`src/rtl/and_arbiter_ctrl.sv`:
```
// Two-requester arbiter in front of a shared clocked AND unit of latency LAT.
// Define AND_ARB_ROUND_ROBIN_EN for round-robin tie-breaking; the default build uses fixed priority (requester 0 wins ties).
module and_arbiter_ctrl #(
    parameter int WIDTH = 8,
    parameter int LAT   = 1
) (
    input  logic             clk,
    input  logic             reset,
    input  logic             req0_valid,
    output logic             req0_ready,
    input  logic [WIDTH-1:0] req0_a,
    input  logic [WIDTH-1:0] req0_b,
    input  logic             req1_valid,
    output logic             req1_ready,
    input  logic [WIDTH-1:0] req1_a,
    input  logic [WIDTH-1:0] req1_b,
    output logic             rsp0_valid,
    input  logic             rsp0_ready,
    output logic             rsp1_valid,
    input  logic             rsp1_ready,
    output logic [WIDTH-1:0] rsp_y,
    output logic [WIDTH-1:0] dp_a,
    output logic [WIDTH-1:0] dp_b,
    input  logic [WIDTH-1:0] dp_y,
    output logic             busy,
    output logic             grant_id
);

    localparam logic [1:0] ST_IDLE = 2'd0;
    localparam logic [1:0] ST_EXEC = 2'd1;
    localparam logic [1:0] ST_RESP = 2'd2;

    logic [1:0] state;
    logic [2:0] counter;
    logic       sel1;
    logic       can_accept;
    logic       accept;
    logic       rsp_taken;

`ifdef AND_ARB_ROUND_ROBIN_EN
    logic last_grant;

    // On a tie the requester that did not win last time is served.
    always_comb begin
        sel1 = req1_valid && (!req0_valid || !last_grant);
    end

    always_ff @(posedge clk or posedge reset) begin
        if (reset) begin
            last_grant <= 1'b1;
        end else if (accept) begin
            last_grant <= sel1;
        end
    end
`else
    always_comb begin
        sel1 = req1_valid && !req0_valid;
    end
`endif

    // Readies are forced low while reset is held, even though state already reads IDLE.
    always_comb begin
        can_accept = (state == ST_IDLE) && !reset;
        req1_ready = can_accept && sel1;
        req0_ready = can_accept && req0_valid && !sel1;
        accept     = req0_ready || req1_ready;
        rsp0_valid = (state == ST_RESP) && !grant_id;
        rsp1_valid = (state == ST_RESP) && grant_id;
        rsp_taken  = grant_id ? rsp1_ready : rsp0_ready;
        busy       = (state != ST_IDLE);
    end

    always_ff @(posedge clk or posedge reset) begin
        if (reset) begin
            state    <= ST_IDLE;
            dp_a     <= '0;
            dp_b     <= '0;
            rsp_y    <= '0;
            counter  <= '0;
            grant_id <= 1'b0;
        end else begin
            case (state)
                ST_IDLE: begin
                    if (accept) begin
                        dp_a     <= sel1 ? req1_a : req0_a;
                        dp_b     <= sel1 ? req1_b : req0_b;
                        grant_id <= sel1;
                        counter  <= 3'(LAT);
                        state    <= ST_EXEC;
                    end
                end
                ST_EXEC: begin
                    // The extra cycle at zero lines the capture up with the unit's output.
                    if (counter == 3'd0) begin
                        rsp_y <= dp_y;
                        state <= ST_RESP;
                    end else begin
                        counter <= counter - 3'd1;
                    end
                end
                ST_RESP: begin
                    if (rsp_taken) begin
                        state <= ST_IDLE;
                    end
                end
                default: begin
                    state <= ST_IDLE;
                end
            endcase
        end
    end

endmodule

```
`config.mk`:
```
export PLATFORM = sky130hd
export DESIGN_NAME = and_arbiter_ctrl
export DESIGN_NICKNAME = d
export VERILOG_FILES = /design/src/rtl/and_arbiter_ctrl.sv
export SDC_FILE = /design/constraint.sdc
export NUM_CORES = 1
export LEC_CHECK = 0
export CAP_MARGIN = 5
export CORE_MARGIN = 2
export CORE_UTILIZATION = 43
export DETAILED_ROUTE_END_ITERATION = 10
export PLACE_DENSITY = 0.94
export SYNTH_ARGS = -nofsm -noshare
export SYNTH_HDL_FRONTEND = slang
export SYNTH_SLANG_ARGS = --single-unit
```
`constraint.sdc`:
```
create_clock -name clk -period 3.95 [get_ports clk]
set_input_delay 0.79 -clock clk [delete_from_list [all_inputs] [get_ports clk]]
set_output_delay 0.79 -clock clk [all_outputs]
set_load 0.05 [all_outputs]
```
# == Word level (Yosys, flattened, before mapping) ==
# Index checks and enable logic that the tools add are counted.
# op_classes
add_sub_neg,1
eq_ne,6
muxes,10
reduce_logical,20
# op_table
cell,n
$mux 8,2
$ne 2x2->1 const B,4
$logic_and 1x1->1,7
$mux 2,3
$mux 3,2
$pmux 2 s3,1
$pmux 3 s2,1
$reduce_and 3->1,2
$logic_not 1->1,4
$reduce_and 2->1,2
$reduce_bool 2->1,2
$logic_not 3->1,1
$sub 3x1->3 const B,1
$eq 2x1->1 const B,1
$eq 2x2->1 const B,1
$logic_not 2->1,1
$logic_or 1x1->1,1
$mux 1,1
# word_totals
reg_bits,30
elab_cells,43

# == Longest topological paths before layout ==
# Gate-level depths: netlist of run 1.
# depth
word_depth,7
depth_mapped,5
ltp_nobuf,5

# == Least setup slack after synthesis of run 1 ==
# OpenSTA, ideal clock, no wires.
# synth_path
kind,input port to output port
startpoint,input port req0_valid
endpoint,output port req1_ready
t_arrival_ns,2.251
required_time_ns,3.160
setup_slack_ns,0.909
path_stages,4
path_buffers,2
cell_sequence,nand2b_1 -> buf_6 -> buf_12 -> nor3_1
# synth_via
elab_chain_len,3
# synth_rtl
item,line,rtl
"start, declared",9,"input logic req0_valid,"
$logic_not 1->1,57,sel1 = req1_valid && !req0_valid;
$logic_and 1x1->1,57,
$logic_and 1x1->1,64,req1_ready = can_accept && sel1;
"end, declared",14,"output logic req1_ready,"
# Every way passes these cells.

# == Final worst setup path of run 1 ==
# layout_path
startpoint,input port reset
endpoint,output port req0_ready
# layout_via
elab_chain_len,4
# layout_rtl
item,line,rtl
"start, declared",8,"input logic reset,"
$logic_not 1->1 (no source line),--,
$logic_and 1x1->1,63,can_accept = (state == ST_IDLE) && !reset;
$logic_and 1x1->1 (2 in series),65,req0_ready = can_accept && req0_valid && !sel1;
"end, declared",10,"output logic req0_ready,"
# Every way passes these cells.

==> results of run 1 <==
## cell families after synthesis
logic type | synth area share, %
and+or+nand+nor | 7.069
AOI/OAI and AO/OA | 3.818
muxes | 34.28
buffers and inverters | 4.468
DFF | 48.74
adders and majority gates | 1.624
## power by group
part           switching [mW]  leakage, nW  internal (mW)
logic                   0.736        0.641          0.494
registers              0.0951        0.356          0.459
clock network          0.0923       0.0254         0.0669
total                   0.923         1.02           1.02
## worst reg2reg max path: stages, from the launching register on
cell and delay (ns):
dfrtp_1 0.46, nor3_2 0.28, o21a_1 0.75, mux2_2 0.42
## cell type report
class                      instances  area (um^2)
timing repair buffer              77        783.3
sequential                        30        750.7
multi-input combinational         70        720.7
tap                               46        57.56
fill                             221         1017
inverter                           4        15.01
clock buffer                       7        45.04
## metal layers
metal	vias up	part of all wire, %
li1	543	-
met1	547	38
met2	42	54
met3	9	5.0
met4	0	2.4
met5	-	0
## synth_stat cells
cell | n | area, um^2
nand3b_1 | 1 | 7.510
ha_1 | 2 | 25.02
o21a_1 | 1 | 7.510
nand2b_1 | 3 | 18.77
nor3_1 | 1 | 5.000
o21ai_0 | 3 | 15.01
nor3_2 | 1 | 10.01
or4_1 | 1 | 7.510
dfrtp_1 | 30 | 750.7
or2_2 | 1 | 6.260
and2_2 | 1 | 7.510
nor2_1 | 1 | 3.750
buf_12 | 1 | 20.02
nand2_1 | 2 | 7.510
a21boi_0 | 1 | 7.510
mux2_2 | 22 | 247.7
mux2_4 | 18 | 270.3
nor2b_1 | 1 | 6.260
a21oi_1 | 4 | 20.02
inv_1 | 4 | 15.01
mux2i_1 | 1 | 10.01
and3_1 | 1 | 6.260
buf_6 | 3 | 33.78
o2bb2ai_1 | 1 | 8.760
nor3b_1 | 1 | 7.510
and3b_1 | 1 | 8.760
nor2_2 | 1 | 6.260
## per-stage QoR
stage | hold WS, ns | worst slack [ns] | area, um^2
6_report | 0.5083 | 0.7045 | 2372
5_1_grt | 0.5304 | 0.6627 | 2372
4_1_cts | 0.5144 | 0.7038 | 2345
3_5_place_dp | 0.4922 | 0.7110 | 2300
3_3_place_gp | 0.4909 | 0.7687 | 2300
2_1_floorplan | 0.5174 | 0.9087 | 1540
## flip-flops by register name, summed over array words and instances (netlist names)
register	flops
dp_a	8
dp_b	8
grant_id	1
counter	3
state	2
rsp_y	8
## path summary, 6_finish.rpt
check	start	to	slack, ns	depth (start not counted)
worst max-delay path	reset	req0_ready	0.70	4
worst min-delay path	dp_a[1]	dp_a[1]	0.51	1
worst max register to register	state[1]	dp_b[6]	1.93	3
worst min register to register	dp_a[1]	dp_a[1]	0.51	1
max in group asynchronous	reset	dp_a[4]	2.59	3
min in group asynchronous	reset	state[0]	0.89	2
==> results by group, run 1 <==
CTS
  • CTS sink count: 30
  • Hold_buf cts: 0
  • Cts bufs inserted: 5
  • Post-CTS setup repair buffer count: 0
  • Clock buffer depth: 2
  • Root buffer cell: clkbuf_4
  • Clk pin slew, worst setup/hold paths: 0.08 ns
  • Max H-tree Level: 2
  • CTS tree: built
  • Post-CTS sizing: 0
  • Clock latency on the worst-skew pair: 0.32 ns

GRT
  • First-pass GRT wire length: 5.934 mm
  • Met3 Resource Use GR: 5.282%
  • GR Layer Usage met2: 35.16%
  • Grt peak-use layer: met2
  • Initial antenna violation count: 0
  • Total GRT Usage: 19.18%
  • Global Route met1 Usage: 20.07%
  • Largest net degree at the start of global routing: 31
  • Vias in the first global route: 1311
  • Total gr overflow: 0

Floorplanning
  • Die width: 63.85 um
  • Die area: 0.004077 mm^2
  • Height of the die: 63.85 um
  • Row cnt: 21
  • Core area: 0.003390 mm^2
  • Initial core utilization: 45.44%
  • # IOs: 76

Routing
  • DRT iter0 DRCs: 25
  • Via/cell ratio: 4.876
  • Post-route ant nets: 0
  • Detailed Route WL: 3.484 mm
  • Drt wl/cell: 14.89 um
  • DR pass1 iterations: 4
  • Via count: 1141
  • # DRC: 0

Setup path
  • CP arrival: 2.46 ns
  • CP top delay family: buffers and inverters
  • Crit end category: output port
  • Worst path max stage delay: 0.80 ns
  • CP most frequent cell: clkdlybuf4s50_1
  • Startpoint type of the worst setup path: input pin
  • WP data required: 3.16 ns
  • Crit path buf inv count: 2
  • Crit-path cells: clkdlybuf4s50_1, nor3_2, and2_2, clkdlybuf4s50_1
  • Critical path type: in -> out
  • Crit-path max FO: 4
  • Worst path slowest cell: clkdlybuf4s50_1

Synth
  • Netlist cell types: 27
  • Mean Syn Cell Area: 14.26 um^2
  • Flop and latch count out of synthesis: 30
  • Cell area after synthesis: 0.001540 mm^2
  • Syn_nets: 156
  • Syn. warnings: 0
  • Sequential share of the synthesized area: 48.74%
  • Post-Syn Instances: 108

Run status
  • Run status: finished clean

Timing
  • Fmax: 308.1 MHz
  • Final hold violations: 0
  • Slew margin rel.: 41.29%
  • Worst-Margin Slew: 0.8807 ns
  • Layout Skew: 0.002647 ns
  • Setup_tns: 0 ns
  • Final worst-path cycle share: 82.16%
  • Unrepaired setup endpoints after global routing: false
  • Fin crit period: 3.245 ns
  • Final Max Tran Viols: 0
  • Final setup violation count: 0

Power
  • Overall power of the completed layout: 1.943 mW
  • Peak VDD IR: 0.0003991 V
  • Pwr/cell area: 819.2 mW/mm^2
  • Static leakage: 1.022 nW

Flow run
  • Max-cap violations: 0

Cells and area
  • Area growth syn-to-layout: 54.02%
  • Commonest non-fill, non-tap cell in the layout: clkdlybuf4s50_1
  • ANT cells: 0
  • Final-stage net count: 236
  • Most frequent cells in the layout: clkdlybuf4s50_1 (74), dfrtp_1 (30), mux2_2 (22)
  • Post-layout util: 69.99%
  • Fraction of layout cells with a size suffix above 1: 27.66%
  • Non-filler instance count after layout: 234

Placed design
  • Placed cells: 226
  • I/O Buffers: 75
  • Post-DP HPWL: 2.606 mm
  • Routability Congestion: 0.6848

Min path
  • Hold Crit Class: reg -> reg
Power figures use the tool's default switching activity.
==> inputs of run 2 (changes only) <==
Settings changed: CORE_UTILIZATION 43 to 40, PLACE_DENSITY 0.94 to 0.89.
Clock period 3.95 ns to 3.07 ns, I/O delays scaled along.
==> run 2 against run 1 <==
Compared with the run above: clock power increased by 99%; sequential cell count unchanged; largest power group unchanged; final area increased by 2.0%.
==> results by group, run 2 (synthesis gave the netlist of run 1 again) <==
Run status
  • Run status: finished clean (unchanged)

Cells and area
  • # fillers: 300 (was 221)
  • Sequential cell area: 750.7 um^2 (unchanged)
  • Multi-input gate area: 720.7 um^2 (unchanged)
  • Fraction of layout cells with a size suffix above 1: 29.47% (was 27.66%)
  • Post-layout util: 65.57% (was 69.99%)
  • Final-stage net count: 237 (was 236)
  • Registers with the most flip-flops: dp_a x8, dp_b x8, rsp_y x8 (unchanged)
  • Area growth syn-to-layout: 57.03% (was 54.02%)
  • Commonest non-fill, non-tap cell in the layout: clkdlybuf4s50_1 (unchanged)
  • Most frequent cells in the layout: clkdlybuf4s50_1 (73), dfrtp_1 (30), mux2_2 (22) (was clkdlybuf4s50_1 (74), dfrtp_1 (30), mux2_2 (22))
  • ANT cells: 0 (unchanged)

Power
  • Peak VDD IR: 0.0006749 V (was 0.0003991 V)
  • Static leakage: 1.047 nW (was 1.022 nW)
  • Pwr/cell area: 1082 mW/mm^2 (was 819.2 mW/mm^2)

CTS
  • Max H-tree Level: 2 (unchanged)
  • CTS sink count: 30 (unchanged)
  • Root buffer cell: clkbuf_8 (was clkbuf_4)
  • Hold_buf cts: 0 (unchanged)
  • Clock latency on the worst-skew pair: 0.27 ns (was 0.32 ns)
  • Post-CTS sizing: 0 (unchanged)
  • CTS tree: built (unchanged)
  • Clk pin slew, worst setup/hold paths: 0.06 ns (was 0.08 ns)
  • Cts bufs inserted: 5 (unchanged)
  • Clock buffer depth: 2 (unchanged)
  • Post-CTS setup repair buffer count: 0 (unchanged)

Timing
  • Setup_tns: 0 ns (unchanged)
  • Worst-Margin Slew: 0.5284 ns (was 0.8807 ns)
  • Final hold violations: 0 (unchanged)
  • Final setup violation count: 0 (unchanged)
  • Slew margin rel.: 64.67% (was 41.29%)
  • Unrepaired setup endpoints after global routing: false (unchanged)
  • Fin crit period: 2.390 ns
  • Final Max Tran Viols: 0 (unchanged)
  • Layout Skew: 0.003306 ns (was 0.002647 ns)
  • Fmax: 418.5 MHz
  • Final worst-path cycle share: 77.84%

Placed design
  • Routability Congestion: 0.6938 (was 0.6848)
  • I/O Buffers: 75 (unchanged)
  • Post-DP HPWL: 2.782 mm (was 2.606 mm)

Setup path
  • CP arrival: 1.78 ns (was 2.46 ns)
  • Crit-path cells: nor3b_1, clkdlybuf4s50_1 (was clkdlybuf4s50_1, nor3_2, and2_2, clkdlybuf4s50_1)
  • Worst path max stage delay: 0.84 ns (was 0.80 ns)
  • Startpoint type of the worst setup path: flop (was input pin)
  • WP data required: 2.46 ns (was 3.16 ns)
  • Crit-path max FO: 7 (was 4)
  • Critical path type: reg -> out (was in -> out)
  • Worst path slowest cell: clkdlybuf4s50_1 (unchanged)
  • Crit end category: output port (unchanged)
  • Crit path buf inv count: 1 (was 2)
  • CP top delay family: buffers and inverters (unchanged)

Floorplanning
  • Die width: 66.05 um (was 63.85 um)
  • Height of the die: 66.05 um (was 63.85 um)
  • Initial core utilization: 41.76% (was 45.44%)
  • Core area: 0.003689 mm^2 (was 0.003390 mm^2)
  • Die area: 0.004363 mm^2 (was 0.004077 mm^2)
  • # IOs: 76 (unchanged)
  • Row cnt: 22 (was 21)

Routing
  • DRT iter0 DRCs: 22 (was 25)
  • Post-route ant nets: 0 (unchanged)
  • Via count: 1143 (was 1141)
  • Detailed Route WL: 3.642 mm (was 3.484 mm)
  • Drt wl/cell: 15.30 um (was 14.89 um)
  • # DRC: 0 (unchanged)
  • Via/cell ratio: 4.803 (was 4.876)
  • DR pass1 iterations: 3 (was 4)

GRT
  • Grt peak-use layer: met2 (unchanged)
  • Met3 Resource Use GR: 5.281% (was 5.282%)
  • Total gr overflow: 0 (unchanged)
  • First-pass GRT wire length: 5.809 mm (was 5.934 mm)
  • Vias in the first global route: 1195 (was 1311)
  • Global Route met1 Usage: 21.17% (was 20.07%)
  • Largest net degree at the start of global routing: 31 (unchanged)
  • Initial antenna violation count: 0 (unchanged)
  • Total GRT Usage: 17.96% (was 19.18%)
  • GR Layer Usage met2: 31.57% (was 35.16%)

Min path
  • Hold Crit Class: reg -> reg (unchanged)

Flow run
  • Max-cap violations: 0 (unchanged)
## run 2: cell types whose count changed in the layout (fill, tap and decap cells not counted), sizes merged
cell	before	now
clkinv	0	1
buf	3	5
clkdlybuf4s50	74	73
## run 2: area by class of cell
class                      instances  share of cell area (%)
tap                               48                   2.483
clock buffer                       7                   3.570
timing repair buffer              78                   32.28
inverter                           4                  0.6208
clock inverter                     1                  0.2069
sequential                        30                   31.04
multi-input combinational         70                   29.80
## run 2: worst paths after layout
check / startpoint / endpoint / slack, ns / cells after the start
max: state[1] / rsp0_valid / 0.68 / 2
min: rsp_y[5] / rsp_y[5] / 0.51 / 1
max reg2reg: state[1] / dp_b[4] / 1.38 / 4
min reg2reg: rsp_y[5] / rsp_y[5] / 0.51 / 1
max in group asynchronous: reset / dp_b[3] / 1.98 / 3
min in group asynchronous: reset / state[1] / 0.82 / 3
## run 2: routing by layer
layer,part of all wire (%),wire length [um]
met1,40,1451
met4,0.82,30
met5,0,0
met2,50,1825
met3,9.2,335
## run 2: where the power goes
group / internal (mW) / leakage [nW] / switching [mW] / total [mW]
clock network: 0.180 / 0.0482 / 0.137 / 0.317
logic: 0.637 / 0.643 / 0.943 / 1.58
registers: 0.593 / 0.356 / 0.126 / 0.719
## run 2: through the flow
stage	hold WS [ns]	total power, mW	setup WS (ns)	std cells	area [um^2]
CTS	0.5097	2.646	0.6872	238	2419
global route	0.5247	2.755	0.5973	238	2419
finish	0.5075	2.616	0.6804	238	2419
global placement	0.4900	2.265	0.7675	230	2327
floorplan	0.5174	1.786	0.3807	108	1540
detailed placement	0.4957	2.312	0.7193	230	2327
